**src/rtl/serial_subtractor.sv**
```systemverilog
// Bit-serial two's-complement subtractor: diff = a - b, LSB first, one bit per clock.
// A single full-adder slice with b inverted and carry preset to 1; start/done handshake.
module serial_subtractor #(
  parameter int unsigned WIDTH = 8
) (
  input  logic             clk,
  input  logic             reset,
  input  logic             start,
  input  logic [WIDTH-1:0] a,
  input  logic [WIDTH-1:0] b,
  output logic             busy,
  output logic             done,
  output logic [WIDTH-1:0] diff,
  output logic             borrow,
  output logic             overflow
);

  localparam int unsigned CW = $clog2(WIDTH);
  localparam logic [CW-1:0] LAST = CW'(WIDTH - 1);

  typedef enum logic [1:0] {
    IDLE = 2'd0,
    RUN  = 2'd1,
    DONE = 2'd2
  } state_t;

  state_t           state_q, state_d;
  logic [WIDTH-1:0] a_sh_q, a_sh_d;
  logic [WIDTH-1:0] b_sh_q, b_sh_d;
  logic [WIDTH-1:0] acc_q, acc_d;
  logic             carry_q, carry_d;
  logic [CW-1:0]    count_q, count_d;
  logic [WIDTH-1:0] diff_q, diff_d;
  logic             borrow_q, borrow_d;
  logic             overflow_q, overflow_d;

  logic nb, s, carry_next;

  // Full-adder slice on the current LSBs.
  always_comb begin
    nb         = ~b_sh_q[0];
    s          = a_sh_q[0] ^ nb ^ carry_q;
    carry_next = (a_sh_q[0] & nb) | (carry_q & (a_sh_q[0] ^ nb));
  end

  always_comb begin
    state_d    = state_q;
    a_sh_d     = a_sh_q;
    b_sh_d     = b_sh_q;
    acc_d      = acc_q;
    carry_d    = carry_q;
    count_d    = count_q;
    diff_d     = diff_q;
    borrow_d   = borrow_q;
    overflow_d = overflow_q;

    case (state_q)
      IDLE, DONE: begin
        if (start) begin
          a_sh_d  = a;
          b_sh_d  = b;
          acc_d   = '0;
          carry_d = 1'b1;
          count_d = '0;
          state_d = RUN;
        end else begin
          state_d = IDLE;
        end
      end
      RUN: begin
        a_sh_d  = a_sh_q >> 1;
        b_sh_d  = b_sh_q >> 1;
        acc_d   = {s, acc_q[WIDTH-1:1]};
        carry_d = carry_next;
        count_d = count_q + 1'b1;
        // Outputs are published only here so partial results never show.
        if (count_q == LAST) begin
          diff_d     = {s, acc_q[WIDTH-1:1]};
          borrow_d   = ~carry_next;
          overflow_d = carry_q ^ carry_next;
          state_d    = DONE;
        end
      end
      default: state_d = IDLE;
    endcase
  end

  always_ff @(posedge clk) begin
    if (reset) begin
      state_q    <= IDLE;
      a_sh_q     <= '0;
      b_sh_q     <= '0;
      acc_q      <= '0;
      carry_q    <= 1'b0;
      count_q    <= '0;
      diff_q     <= '0;
      borrow_q   <= 1'b0;
      overflow_q <= 1'b0;
    end else begin
      state_q    <= state_d;
      a_sh_q     <= a_sh_d;
      b_sh_q     <= b_sh_d;
      acc_q      <= acc_d;
      carry_q    <= carry_d;
      count_q    <= count_d;
      diff_q     <= diff_d;
      borrow_q   <= borrow_d;
      overflow_q <= overflow_d;
    end
  end

  assign busy     = (state_q == RUN);
  assign done     = (state_q == DONE);
  assign diff     = diff_q;
  assign borrow   = borrow_q;
  assign overflow = overflow_q;

endmodule

```
**config.mk**
```make
export PLATFORM = sky130hd
export DESIGN_NAME = serial_subtractor
export DESIGN_NICKNAME = d
export VERILOG_FILES = /design/src/rtl/serial_subtractor.sv
export SDC_FILE = /design/constraint.sdc
export NUM_CORES = 1
export LEC_CHECK = 0
export BUFFER_PORTS_ARGS = -buffer_cell sky130_fd_sc_hd__clkbuf_2
export CORE_ASPECT_RATIO = 0.9
export CORE_MARGIN = 2
export CORE_UTILIZATION = 48
export CTS_CLUSTER_DIAMETER = 40
export CTS_CLUSTER_SIZE = 10
export DETAILED_ROUTE_END_ITERATION = 12
export PLACE_DENSITY = 0.73
export SKIP_CTS_REPAIR_TIMING = 1
export SLEW_MARGIN = 10
export SYNTH_ARGS = -nofsm -noshare
export SYNTH_HDL_FRONTEND = slang
export SYNTH_SLANG_ARGS = --single-unit
```
**constraint.sdc**
```tcl
create_clock -name clk -period 1.3 [get_ports clk]
set_clock_uncertainty 0.15 [all_clocks]
set_input_delay 0.195 -clock clk [delete_from_list [all_inputs] [get_ports clk]]
set_output_delay 0.195 -clock clk [all_outputs]
set_load 0.02 [all_outputs]
```
Yosys cells after proc, flatten, opt, wreduce, memory -nomap -nowiden

Index checks and enable logic that the tools add are counted.

Register bits: 40
Input bits: 19
Output and inout port bits: 12

$add $sub $neg: 1
Equality and inequality tests: 5
Mux-type cells: 13
Bitwise operators: 8
Reductions and logical operators: 5

Operator list:

| cell                                                                     | number |
|---|---|
| 8-bit one-hot mux with 2 select lines                                    | 3 |
| 8-bit two-way mux                                                        | 3 |
| 3-bit one-hot mux with 2 select lines                                    | 1 |
| 2-bit one-hot mux with 2 select lines                                    | 1 |
| 2-bit AND reduction                                                      | 2 |
| 3-bit by 1-bit adder with 3-bit output (second input constant)           | 1 |
| 3-bit == test (second input constant)                                    | 1 |
| 3-bit two-way mux                                                        | 1 |
| 1-bit bitwise XOR                                                        | 3 |
| 1-bit AND                                                                | 2 |
| 2-bit by 1-bit == test with 1-bit output (second input constant)         | 1 |
| 2-bit == test (second input constant)                                    | 1 |
| 2-bit zero test                                                          | 1 |
| 1-bit two-way mux                                                        | 2 |
| 2-bit two-way mux                                                        | 1 |
| 2-bit by 1-bit inequality test with 1-bit output (second input constant) | 1 |
| 2-bit inequality test (second input constant)                            | 1 |
| 1-bit inverter                                                           | 2 |
| 1-bit one-hot mux with 2 select lines                                    | 1 |
| 2-bit nonzero test                                                       | 1 |
| 2-bit OR reduction                                                       | 1 |
| 1-bit bitwise OR                                                         | 1 |

Logic depth before layout (Yosys ltp)

Depth in word-level cells: 5
Depth in mapped cells: 6
Gate-level depth less buffers: 5

Worst setup path after synthesis

No wires, ideal clock.

Path kind: flip-flop to flip-flop
From: reg count_q[0]
To: reg borrow_q (netlist: borrow)
Library setup time: 86 ps
Data arrival time: 1,230 ps
Data required time: 1,064 ps
Setup slack: -167 ps
Cell stages (with the launch flop): 6
Path buffers: 1
Period minus slack after synthesis: 1,467 ps
Path through: dfxtp_1 -> ha_1 -> ha_1 -> and3b_1 -> buf_2 -> a211oi_1

Cells in the longest elaborated chain, start to end: 2

Ends and longest elaborated chain:

| item                          | RTL line | RTL |
|---|---|---|
| from (decl)                   | 32       | `logic [CW-1:0] count_q, count_d;` |
| from (signal assigned)        | 105      | `count_q <= count_d;` |
| 3-bit == test                 | 77       | `if (count_q == LAST) begin` |
| 2-bit AND reduction (no line) | n/a      |  |
| to (signal assigned)          | 107      | `borrow_q <= borrow_d;` |
| to (decl)                     | 34       | `logic borrow_q, borrow_d;` |

Every way passes these cells.
A chain may end at the register's enable or synchronous reset.

Worst setup path in the final report

From: reg count_q[0]
To: reg overflow_q (netlist: overflow)

Cells in the longest elaborated chain, start to end: 2

Ends and longest elaborated chain:

| item                          | RTL line | RTL |
|---|---|---|
| 3-bit == test                 | 77       |  |
| 2-bit AND reduction (no line) | n/a      |  |
| to (signal assigned)          | 108      | `overflow_q <= overflow_d;` |
| to (decl)                     | 35       | `logic overflow_q, overflow_d;` |

Every way passes these cells.

==> impl_metrics.toml <==
[outcome]
status = "finished, violations left"
violations = "hold timing, setup timing"

[power]
clkPwrFrac_pct = 36.9
p_sw_uw = 670
internal-power_uw = 2030
seq_power_share_pct = 48.1
p_sw_share_pct = 24.8
powerDensity_mw_per_mm2 = 1230
p_comb_share_pct = 15.0
p_leak_uw = 0.000896
ir_drop_uv = 757

[die]
rows = 20
die_h_um = 59.2
die_area_mm2 = 0.00386
die-width_um = 65.3
start_util_pct = 49.1
coreArea_mm2 = 0.00330
num_io_pins = 31

[timing]
slew_headroom_pct = 85.5
tightest_slew_ns = 0.216
rsz0062_at_grt = "yes"
final-hold-violation-count = 1
hold_ws_ns = -0.00789
fin_setup_tns_ns = -1.32
min_period_ns = 1.45
fin_ws_ns = -0.148
slew_viol_final = 0
max_freq_mhz = 691
period_share_pct = 111
timing.final.setup_violations = 14

[synth]
synth_area_per_cell_um2 = 8.41
yosys.area.top_type = "dfxtp_1"
yosysUniqueCellTypes = 24
syn_inst = 193
ys_seq_elements = 39
syn_area_mm2 = 0.00162
synth.yosys.seq_area_share_pct = 48.1
ys_warn_count = 0
synthTopCellsByArea = "dfxtp_1 48%, nand2_1 13%, a311oi_2 6.5%, a21oi_1 6.2%, nor2_1 4.4%"
synth_top_cell_area_share_pct = 48.1
synth_nets = 215

[layout]
antenna_cells = 0
regArea_um2 = 791
drive_above_1_share_pct = 38.2
fin_area_mm2 = 0.00220
nets = 259
area_delta_synth_final_pct = 35.3
fillers = 281
final_common_cell = "nand2_1"
multiInputGateArea_um2 = 822
final_cell_mix = "51 x nand2_1, 33 x dfxtp_1, 28 x clkbuf_2, 19 x nor2_1"

[route]
routed_wl_mm = 3.48
ant_nets = 0
vias = 1446
vias_per_cell = 5.13
drc = 0
drtPass1Iterations = 4
dr.first_iter.drc_count = 93
wl_per_cell_um = 12.4

[setup_path]
reg2reg_depth = 6
cp_common_cell = "ha_4"
worstReg2RegEnd = "overflow"
worst-setup-path-type = "flip-flop to flip-flop"
cp.required_ns = 1.33
slowest_stage = "dfxtp_2"
worstSetupEndpointType = "flip-flop"
cp_num_buf_inv = 1
cp.arrival_ns = 1.47
crit_path_max_incr_delay_ns = 0.34
start_kind = "flip-flop"
regToRegSetupSlack_ns = -0.15
crit_fanout = 4
crit_family = "flip-flops"
r2r_start = "count_q[0]"
crit_path_cell_trace = "ha_4 -> ha_4 -> and3b_2 -> buf_4 -> nor2_1 -> a211oi_2"

[clock_network]
clockRootBuffer = "clkbuf_8"
clkSinkCount = 39
insertion_delay_ns = 0.29
h-tree-depth = 2
path_clk_slew_ns = 0.08
clk_path_buf_depth = 2
cts_buffers = 5
cts_tree = "yes"

[min_path]
worstHoldPathCells = 3
hp-start = "b[7]"
hp-class = "input port to flip-flop"
whs_endpoint = "b_sh_q[7]"

[placed_design]
port_buffers = 30
place_congestion = 0.698
placed_area_mm2 = 0.00196
dp_hpwl_mm = 2.12
preCtsSetupSlack_ns = -0.118

[global_routing]
grtUsageTotal_pct = 18.5
grt_pass1_vias = 1181
grt_pass1_wl_mm = 5.43
grt_start_max_net_pins = 40
antenna_found_initial = 0
grt-ovfl-total = 0

[job]
maxCapViolCount = 0
-- worst register-to-register path, delay by kind of cell, from the launching register on --
family,cells,cell delay [ns]
simple gates,2,0.34
fa+ha+maj,2,0.32
flops,1,0.34
buf+inv,1,0.14
compound gates,1,0.06
-- layout make-up --
type,instances,area share (%)
clock buffer,5,3.13
clock inverter,3,1.99
inverter,2,0.684
multi-input combinational,136,37.4
sequential,39,36.0
tap,44,2.51
timing repair buffer,53,18.2
-- layer usage --
metal | track usage (%) | wire length, um | vias to the layer above
met3 | 4.56 | 88 | 2
met1 | 26.9 | 1730 | 677
met2 | 26.4 | 1640 | 22
met4 | 7.14 | 16 | 0
li1 | - | - | 745
met5 | 0 | 0 | -
-- sequential cells by signal, indices dropped and copies added, names as in the netlist --
| signal | count |
|---|---|
| carry_q | 1 |
| acc_q | 7 |
| count_q | 3 |
| overflow | 1 |
| state_q | 2 |
| borrow | 1 |
| b_sh_q | 8 |
| diff | 8 |
| a_sh_q | 8 |
-- logic make-up after synthesis --
family | synth area share, %
AND/OR/NAND/NOR | 24.4
flip-flops | 48.1
adder cells (fa/ha/maj) | 2.78
AO/OA/AOI/OAI | 17.8
XOR/XNOR | 0.540
buffers and inverters | 6.40
-- how the worst max path moves through the flow --
stage	startpoint	to	cells after the start
6_report	count_q[0]	overflow	6
5_1_grt	count_q[0]	diff[3]	6
4_1_cts	state_q[0]	busy	3
3_5_place_dp	count_q[1]	diff[6]	6
3_3_place_gp	count_q[1]	diff[3]	6
2_1_floorplan	count_q[1]	diff[1]	6
-- cells in the mapped netlist, drive strengths merged --
cell and count:
a211oi 2, a21oi 20, a311oi 14, and3b 1, buf 14, clkbuf 2
dfxtp 39, fa 1, ha 2, inv 2, nand2 55, nand2b 3
nand3 12, nand3b 1, nor2 19, nor2b 2, nor3 2, o21a 1
xnor2 1
-- power groups by stage --
stage | sequential (uW) | clock (uW) | combinational [uW]
2_1_floorplan | 1310 | 0 | 244
3_3_place_gp | 1320 | 0 | 370
3_5_place_dp | 1320 | 0 | 376
4_1_cts | 1290 | 1010 | 379
5_1_grt | 1310 | 1080 | 446
6_report | 1300 | 996 | 404
-- stage by stage --
stage | util (%) | power, uW | std cells
2_1_floorplan | - | 1560 | 193
4_1_cts | 62.7 | 2690 | 279
3_5_place_dp | 59.3 | 1700 | 271
6_report | 66.5 | 2700 | 282
5_1_grt | 66.5 | 2830 | 282
3_3_place_gp | 59.3 | 1690 | 271
(Power assumes the default switching activity.)
